## src/rtl/regfile_pkg.sv

```systemverilog
// Shared constants for the decode-stage register file.
// State encodings and default widths used by decode and writeback.
package regfile_pkg;
    localparam int DATA_W_DEF = 32;
    localparam int ADDR_W_DEF = 5;

    localparam logic [0:0] ST_CLEAR = 1'b0;
    localparam logic [0:0] ST_RUN   = 1'b1;
endpackage

```

## src/rtl/regfile_sb_if.sv

```systemverilog
// Read, write, issue and status signals of the register file.
// Master drives addresses and strobes; slave is the register file.
interface regfile_sb_if
    import regfile_pkg::*;
#(
    parameter int DATA_W = DATA_W_DEF,
    parameter int ADDR_W = ADDR_W_DEF
);
    logic [ADDR_W-1:0] addr1;
    logic [ADDR_W-1:0] addr2;
    logic [DATA_W-1:0] dataout1;
    logic [DATA_W-1:0] dataout2;
    logic              writeEn;
    logic [ADDR_W-1:0] writeAddr;
    logic [DATA_W-1:0] writeData;
    logic              issueEn;
    logic [ADDR_W-1:0] issueAddr;
    logic              pend1;
    logic              pend2;
    logic              busy;

    modport master (
        output addr1, addr2, writeEn, writeAddr, writeData,
        output issueEn, issueAddr,
        input  dataout1, dataout2, pend1, pend2, busy
    );

    modport slave (
        input  addr1, addr2, writeEn, writeAddr, writeData,
        input  issueEn, issueAddr,
        output dataout1, dataout2, pend1, pend2, busy
    );
endinterface

```

## src/rtl/regfile_scoreboard.sv

```systemverilog
// Per-register pending-write bits with set-over-clear priority
// and bypass-masked lookups for both read ports.
module regfile_scoreboard
    import regfile_pkg::*;
#(
    parameter int ADDR_W   = ADDR_W_DEF,
    parameter int ZERO_REG = 1,
    parameter int BYPASS   = 1
) (
    input  logic              clk,
    input  logic              rst,
    input  logic              set_en,
    input  logic [ADDR_W-1:0] set_addr,
    input  logic              clr_en,
    input  logic [ADDR_W-1:0] clr_addr,
    input  logic [ADDR_W-1:0] addr1,
    input  logic [ADDR_W-1:0] addr2,
    output logic              pend1,
    output logic              pend2
);
    localparam int DEPTH = 2**ADDR_W;

    logic [DEPTH-1:0] pending;

    // Set is applied last so a new producer supersedes the retiring one.
    always_ff @(posedge clk) begin
        if (rst) begin
            pending <= '0;
        end else begin
            if (clr_en) pending[clr_addr] <= 1'b0;
            if (set_en) pending[set_addr] <= 1'b1;
        end
    end

    function automatic logic lookup(input logic [ADDR_W-1:0] a);
        logic p;
        p = pending[a];
        if (BYPASS != 0 && clr_en && clr_addr == a) p = 1'b0;
        if (ZERO_REG != 0 && a == '0) p = 1'b0;
        return p;
    endfunction

    always_comb begin
        pend1 = lookup(addr1);
        pend2 = lookup(addr2);
    end
endmodule

```

## src/rtl/regfile_sb.sv

```systemverilog
// Two-read one-write register file with bypass, pending-write
// scoreboard and a post-reset sweep that zeroes every entry.
module regfile_sb
    import regfile_pkg::*;
#(
    parameter int DATA_W   = DATA_W_DEF,
    parameter int ADDR_W   = ADDR_W_DEF,
    parameter int ZERO_REG = 1,
    parameter int BYPASS   = 1
) (
    input logic         clk,
    input logic         rst,
    regfile_sb_if.slave rf
);
    localparam int DEPTH = 2**ADDR_W;
    localparam logic [ADDR_W:0] LAST = (ADDR_W+1)'(DEPTH-1);

    logic [DATA_W-1:0] mem [DEPTH];
    logic [0:0]        state;
    logic [ADDR_W:0]   ptr;
    logic              run;
    logic              wen;
    logic              ien;

    assign run = (state == ST_RUN);
    assign wen = run && rf.writeEn &&
                 !(ZERO_REG != 0 && rf.writeAddr == '0);
    assign ien = run && rf.issueEn &&
                 !(ZERO_REG != 0 && rf.issueAddr == '0);

    always_ff @(posedge clk) begin
        if (rst) begin
            state <= ST_CLEAR;
            ptr   <= '0;
        end else if (state == ST_CLEAR) begin
            mem[ptr[ADDR_W-1:0]] <= '0;
            ptr <= ptr + 1'b1;
            if (ptr == LAST) state <= ST_RUN;
        end else if (wen) begin
            mem[rf.writeAddr] <= rf.writeData;
        end
    end

    function automatic logic [DATA_W-1:0] rd(input logic [ADDR_W-1:0] a);
        logic [DATA_W-1:0] d;
        d = mem[a];
        if (!run)
            d = '0;
        else if (ZERO_REG != 0 && a == '0)
            d = '0;
        else if (BYPASS != 0 && wen && rf.writeAddr == a)
            d = rf.writeData;
        return d;
    endfunction

    always_comb begin
        rf.dataout1 = rd(rf.addr1);
        rf.dataout2 = rd(rf.addr2);
        rf.busy     = !run;
    end

    regfile_scoreboard #(
        .ADDR_W   (ADDR_W),
        .ZERO_REG (ZERO_REG),
        .BYPASS   (BYPASS)
    ) u_sb (
        .clk      (clk),
        .rst      (rst),
        .set_en   (ien),
        .set_addr (rf.issueAddr),
        .clr_en   (wen),
        .clr_addr (rf.writeAddr),
        .addr1    (rf.addr1),
        .addr2    (rf.addr2),
        .pend1    (rf.pend1),
        .pend2    (rf.pend2)
    );
endmodule
```

## src/flat_wrapper.sv

```systemverilog
// flat-port wrapper written by rule: the top's interface ports become plain ports
module regfile_sb_flat import regfile_pkg::*;
#(
    parameter int DATA_W   = DATA_W_DEF,
    parameter int ADDR_W   = ADDR_W_DEF,
    parameter int ZERO_REG = 1,
    parameter int BYPASS   = 1
)
  (clk, rst, rf_addr1, rf_addr2, rf_writeEn, rf_writeAddr, rf_writeData, rf_issueEn, rf_issueAddr, rf_dataout1, rf_dataout2, rf_pend1, rf_pend2, rf_busy);
  regfile_sb_if #(.DATA_W(DATA_W), .ADDR_W(ADDR_W)) rf_i ();
  input logic clk;
  input logic rst;
  input wire logic [$bits(rf_i.addr1)-1:0] rf_addr1;
  input wire logic [$bits(rf_i.addr2)-1:0] rf_addr2;
  input wire logic [$bits(rf_i.writeEn)-1:0] rf_writeEn;
  input wire logic [$bits(rf_i.writeAddr)-1:0] rf_writeAddr;
  input wire logic [$bits(rf_i.writeData)-1:0] rf_writeData;
  input wire logic [$bits(rf_i.issueEn)-1:0] rf_issueEn;
  input wire logic [$bits(rf_i.issueAddr)-1:0] rf_issueAddr;
  output wire logic [$bits(rf_i.dataout1)-1:0] rf_dataout1;
  output wire logic [$bits(rf_i.dataout2)-1:0] rf_dataout2;
  output wire logic [$bits(rf_i.pend1)-1:0] rf_pend1;
  output wire logic [$bits(rf_i.pend2)-1:0] rf_pend2;
  output wire logic [$bits(rf_i.busy)-1:0] rf_busy;
  assign rf_i.addr1 = rf_addr1;
  assign rf_i.addr2 = rf_addr2;
  assign rf_i.writeEn = rf_writeEn;
  assign rf_i.writeAddr = rf_writeAddr;
  assign rf_i.writeData = rf_writeData;
  assign rf_i.issueEn = rf_issueEn;
  assign rf_i.issueAddr = rf_issueAddr;
  assign rf_dataout1 = rf_i.dataout1;
  assign rf_dataout2 = rf_i.dataout2;
  assign rf_pend1 = rf_i.pend1;
  assign rf_pend2 = rf_i.pend2;
  assign rf_busy = rf_i.busy;
  regfile_sb #(.DATA_W(DATA_W), .ADDR_W(ADDR_W), .ZERO_REG(ZERO_REG), .BYPASS(BYPASS)) u_core (.clk(clk), .rst(rst), .rf(rf_i));
endmodule
```

## config.mk

```make
export PLATFORM = sky130hd
export DESIGN_NAME = regfile_sb_flat
export DESIGN_NICKNAME = d
export VERILOG_FILES = /design/src/rtl/regfile_pkg.sv /design/src/rtl/regfile_sb_if.sv /design/src/rtl/regfile_scoreboard.sv /design/src/rtl/regfile_sb.sv /design/src/flat_wrapper.sv
export SDC_FILE = /design/constraint.sdc
export NUM_CORES = 1
export LEC_CHECK = 0
export CORE_MARGIN = 3
export CORE_UTILIZATION = 49
export DETAILED_ROUTE_END_ITERATION = 8
export GPL_TIMING_DRIVEN = 1
export PLACE_DENSITY = 0.65
export SYNTH_ARGS = -nofsm -noshare
export SYNTH_HDL_FRONTEND = slang
export SYNTH_SLANG_ARGS = --single-unit
```

## constraint.sdc

```tcl
create_clock -name clk -period 4.85 [get_ports clk]
set_input_delay 1.455 -clock clk [delete_from_list [all_inputs] [get_ports clk]]
set_output_delay 1.455 -clock clk [all_outputs]
set_load 0.01 [all_outputs]
```

==> impl_metrics.tcl <==
set metrics [dict create \
    startpoint_type "primary input" \
    clk_pin_slew_worst_paths_ns 0.06 \
    p_int_w 0.0157 \
    clockBufferDepth 3 \
    cts_root_buf "clkbuf_16" \
    final_common_cell "edfxtp_1" \
    r2r_cells 6 \
    finalSetupViolations 15 \
    tightest_slew_ns 1.19 \
    fin_area_um2 65000 \
    drcViolationCount 0 \
    start_util_pct 49.6 \
    relSlewSlack_pct 20.8 \
    layout_setup_ws_ns -0.106 \
    drv_cap 0 \
    synthCells 3080 \
    ys_seq_area_share_pct 61.1 \
    worstPathRequired_ns 3.39 \
    grt-ovfl-total 0 \
    io_buffers 122 \
    fin_worst_skew_ns 0.0358 \
    ys_ff_latch 1063 \
    dieArea_um2 109000 \
    drt_iter0_markers 5353 \
    wire_per_inst_um 35.8 \
    p_seq_share_pct 48.9 \
    worstSetupEndpointType "output port" \
    first_pass_iters 8 \
    ys_types 67 \
    fmax_mhz 202 \
    antenna_found_initial 2 \
    die_x_um 331 \
    rsz0062_at_grt "yes" \
    critPathKind "primary input to output port" \
    yosys_warnings 0 \
    numCtsBuffers 110 \
    ios 123 \
    min_path_type "flop to flop" \
    placed_area_um2 58300 \
    maxSlewViolCount 0 \
    comb_power_share_pct 10.0 \
    r2r_slack_ns 1.84 \
    cts_tree "built" \
    async_reset_ff_share_pct 0 \
    final_cell_mix "1024 x edfxtp_1, 390 x mux4_2, 377 x buf_4, 300 x mux2i_1, 139 x nand2_1" \
    fin_crit_sh_pct 102 \
    worst_skew_pair.late_latency_ns 0.71 \
    syn_nets 3137 \
    cp-startpoint "rf_addr2[0]" \
    endpoint "rf_dataout2[2]" \
    grt_max_degree 47 \
    path_max_fanout 7 \
    ant_nets 0 \
    vdd_drop_max_mv 0.309 \
    area_growth_pct 25.8 \
    syn-mean-instance-area_um2 16.8 \
    holdPathStages 1 \
    cts.htree.levels 3 \
    drive_gt1_share_pct 40.7 \
    die-height_um 331 \
    outcome "complete, but fails checks" \
    utilization_pct 62.4 \
    crit_arrival_ns 3.50 \
    core.rowCount 118 \
    place_congestion 0.949 \
    vias 35800 \
    core-area_um2 104000 \
    reg2reg_to "u_core.mem[18][4]" \
    period_needed_ns 4.96 \
    clkPwrFrac_pct 41.1 \
    totalWireLength_mm 184 \
    grt_pass1_vias 35700 \
    hold_violations 0 \
    hpwl_mm 111 \
    cts.sinks 1063 \
    grt_pass1_wl_mm 258 \
    grt_util_all_layers_pct 33.5 \
    nets 3726 \
    p_sw_w 0.00469 \
    synth_edf_count 1024 \
    violations "negative setup slack" \
    powerDensity_nw_per_um2 314 \
    ys.flop_type "edfxtp_1" \
    p_leak_nw 24.0 \
    hold_buffers 0 \
    hold_slack_ns 0.479 \
    synthesis.area_um2 51600 \
    switching_share_pct 23.0 \
    r2r_start "u_core.run" \
    vias_per_cell 6.96 \
]
-- synthesized netlist by cell type, drive strengths merged (5+ instances only) --
| cell type | n | area share, % |
|---|---|---|
| mux2 | 66 | 1.4 |
| and2 | 35 | 0.42 |
| nor3b | 8 | 0.12 |
| a21oi | 108 | 1.0 |
| a221oi | 53 | 0.92 |
| a31oi | 8 | 0.097 |
| mux2i | 312 | 6.1 |
| nor4 | 7 | 0.085 |
| a211oi | 49 | 0.71 |
| nand2b | 19 | 0.23 |
| inv | 9 | 0.065 |
| o21ai | 101 | 0.98 |
| o22ai | 22 | 0.27 |
| or3 | 5 | 0.061 |
| mux4 | 391 | 17 |
| nand2 | 144 | 1.0 |
| xor2 | 11 | 0.19 |
| and3 | 14 | 0.17 |
| o211ai | 7 | 0.10 |
| buf | 154 | 2.5 |
| o221ai | 35 | 0.59 |
| a2111oi | 10 | 0.17 |
| nor2b | 21 | 0.25 |
| nor3 | 40 | 0.41 |
| a22oi | 30 | 0.44 |
| a221o | 10 | 0.19 |
| o2111ai | 8 | 0.14 |
| clkbuf | 98 | 0.71 |
| dfxtp | 39 | 1.5 |
| nand3 | 44 | 0.43 |
| nor2 | 132 | 0.97 |
| edfxtp | 1024 | 60 |
| nand4 | 20 | 0.24 |
-- metal layers --
metal  track usage, %  routed length [µm]  up-vias
li1                 -                   -    14000
met1             43.7               64900    18400
met2             53.1               86500     2768
met3             7.61               21800      604
met4             16.9               10900        2
met5                0                  16        -
-- cells by family (layout without fill, tap and decap cells) --
kind of cell / count (synthesis) / in the layout / share of synthesized area (%)
other: 0 / 4 / 0
AND/OR/NAND/NOR: 501 / 501 / 4.62
buffers and inverters: 263 / 938 / 3.29
adder cells (fa/ha/maj): 1 / 1 / 0.0242
XOR/XNOR: 14 / 14 / 0.238
flip-flops: 1063 / 1063 / 61.1
AO/OA/AOI/OAI: 469 / 469 / 6.17
multiplexers: 769 / 769 / 24.6
-- per-stage QoR --
stage                     worst slack [ns]  cells  power, W  TNS [ns]
final                               -0.106   5139    0.0204    -0.532
after global routing                -0.127   5135    0.0209     -1.23
after CTS                          -0.0801   5109    0.0204    -0.890
after detailed placement            -0.974   4807    0.0119    -44.43
after global placement               -1.07   4807    0.0118    -42.06
after floorplan                      0.170   3080    0.0111         0
-- final cells by class --
class                      count  area (µm²)
timing repair buffer         729        8360
tap                         1380        1730
clock inverter                62         573
antenna                        4        10.0
sequential                  1063       31500
inverter                      11        41.3
fill                        7252       39100
clock buffer                 136        2950
multi-input combinational   1754       19800
-- critical path, cell delays in order --
cell     delay [ns]
buf_16         0.14
buf_16         0.18
buf_12         0.15
buf_6          0.11
mux4_2         0.50
mux2i_2        0.21
nand2_1        0.08
nand4_1        0.16
nand4_1        0.14
o221a_2        0.25
buf_6          0.12
-- how the worst min path moves through the flow --
stage	endpoint	startpoint	slack, ns
after floorplan	u_core.u_sb.pending[0]	u_core.u_sb.pending[0]	0.43
after global placement	u_core.u_sb.pending[0]	u_core.u_sb.pending[0]	0.46
after detailed placement	u_core.u_sb.pending[0]	u_core.u_sb.pending[0]	0.47
after CTS	u_core.u_sb.pending[0]	u_core.u_sb.pending[0]	0.48
after global routing	u_core.u_sb.pending[0]	u_core.u_sb.pending[0]	0.50
final	u_core.u_sb.pending[0]	u_core.u_sb.pending[0]	0.48
-- power groups by stage --
stage	sequential (W)	clock [W]	combinational (W)
floorplan	0.0102	0	0.000931
global placement	0.0102	0	0.00167
detailed placement	0.0102	0	0.00168
CTS	0.00999	0.00845	0.00193
global route	0.00999	0.00883	0.00209
finish	0.00999	0.00840	0.00203
-- flip-flops by register name, summed over array words and instances, names as in the netlist --
register             flops
u_core.u_sb.pending     32
u_core.ptr               6
u_core.mem            1024
u_core.run               1
-- what timing repair did --
item,in CTS,in global routing
buffers inserted,84,30
gates cloned,22,3
pin swaps,80,56
setup endpoints to repair,66,65
gates resized for setup,543,149
(Power assumes the default switching activity.)
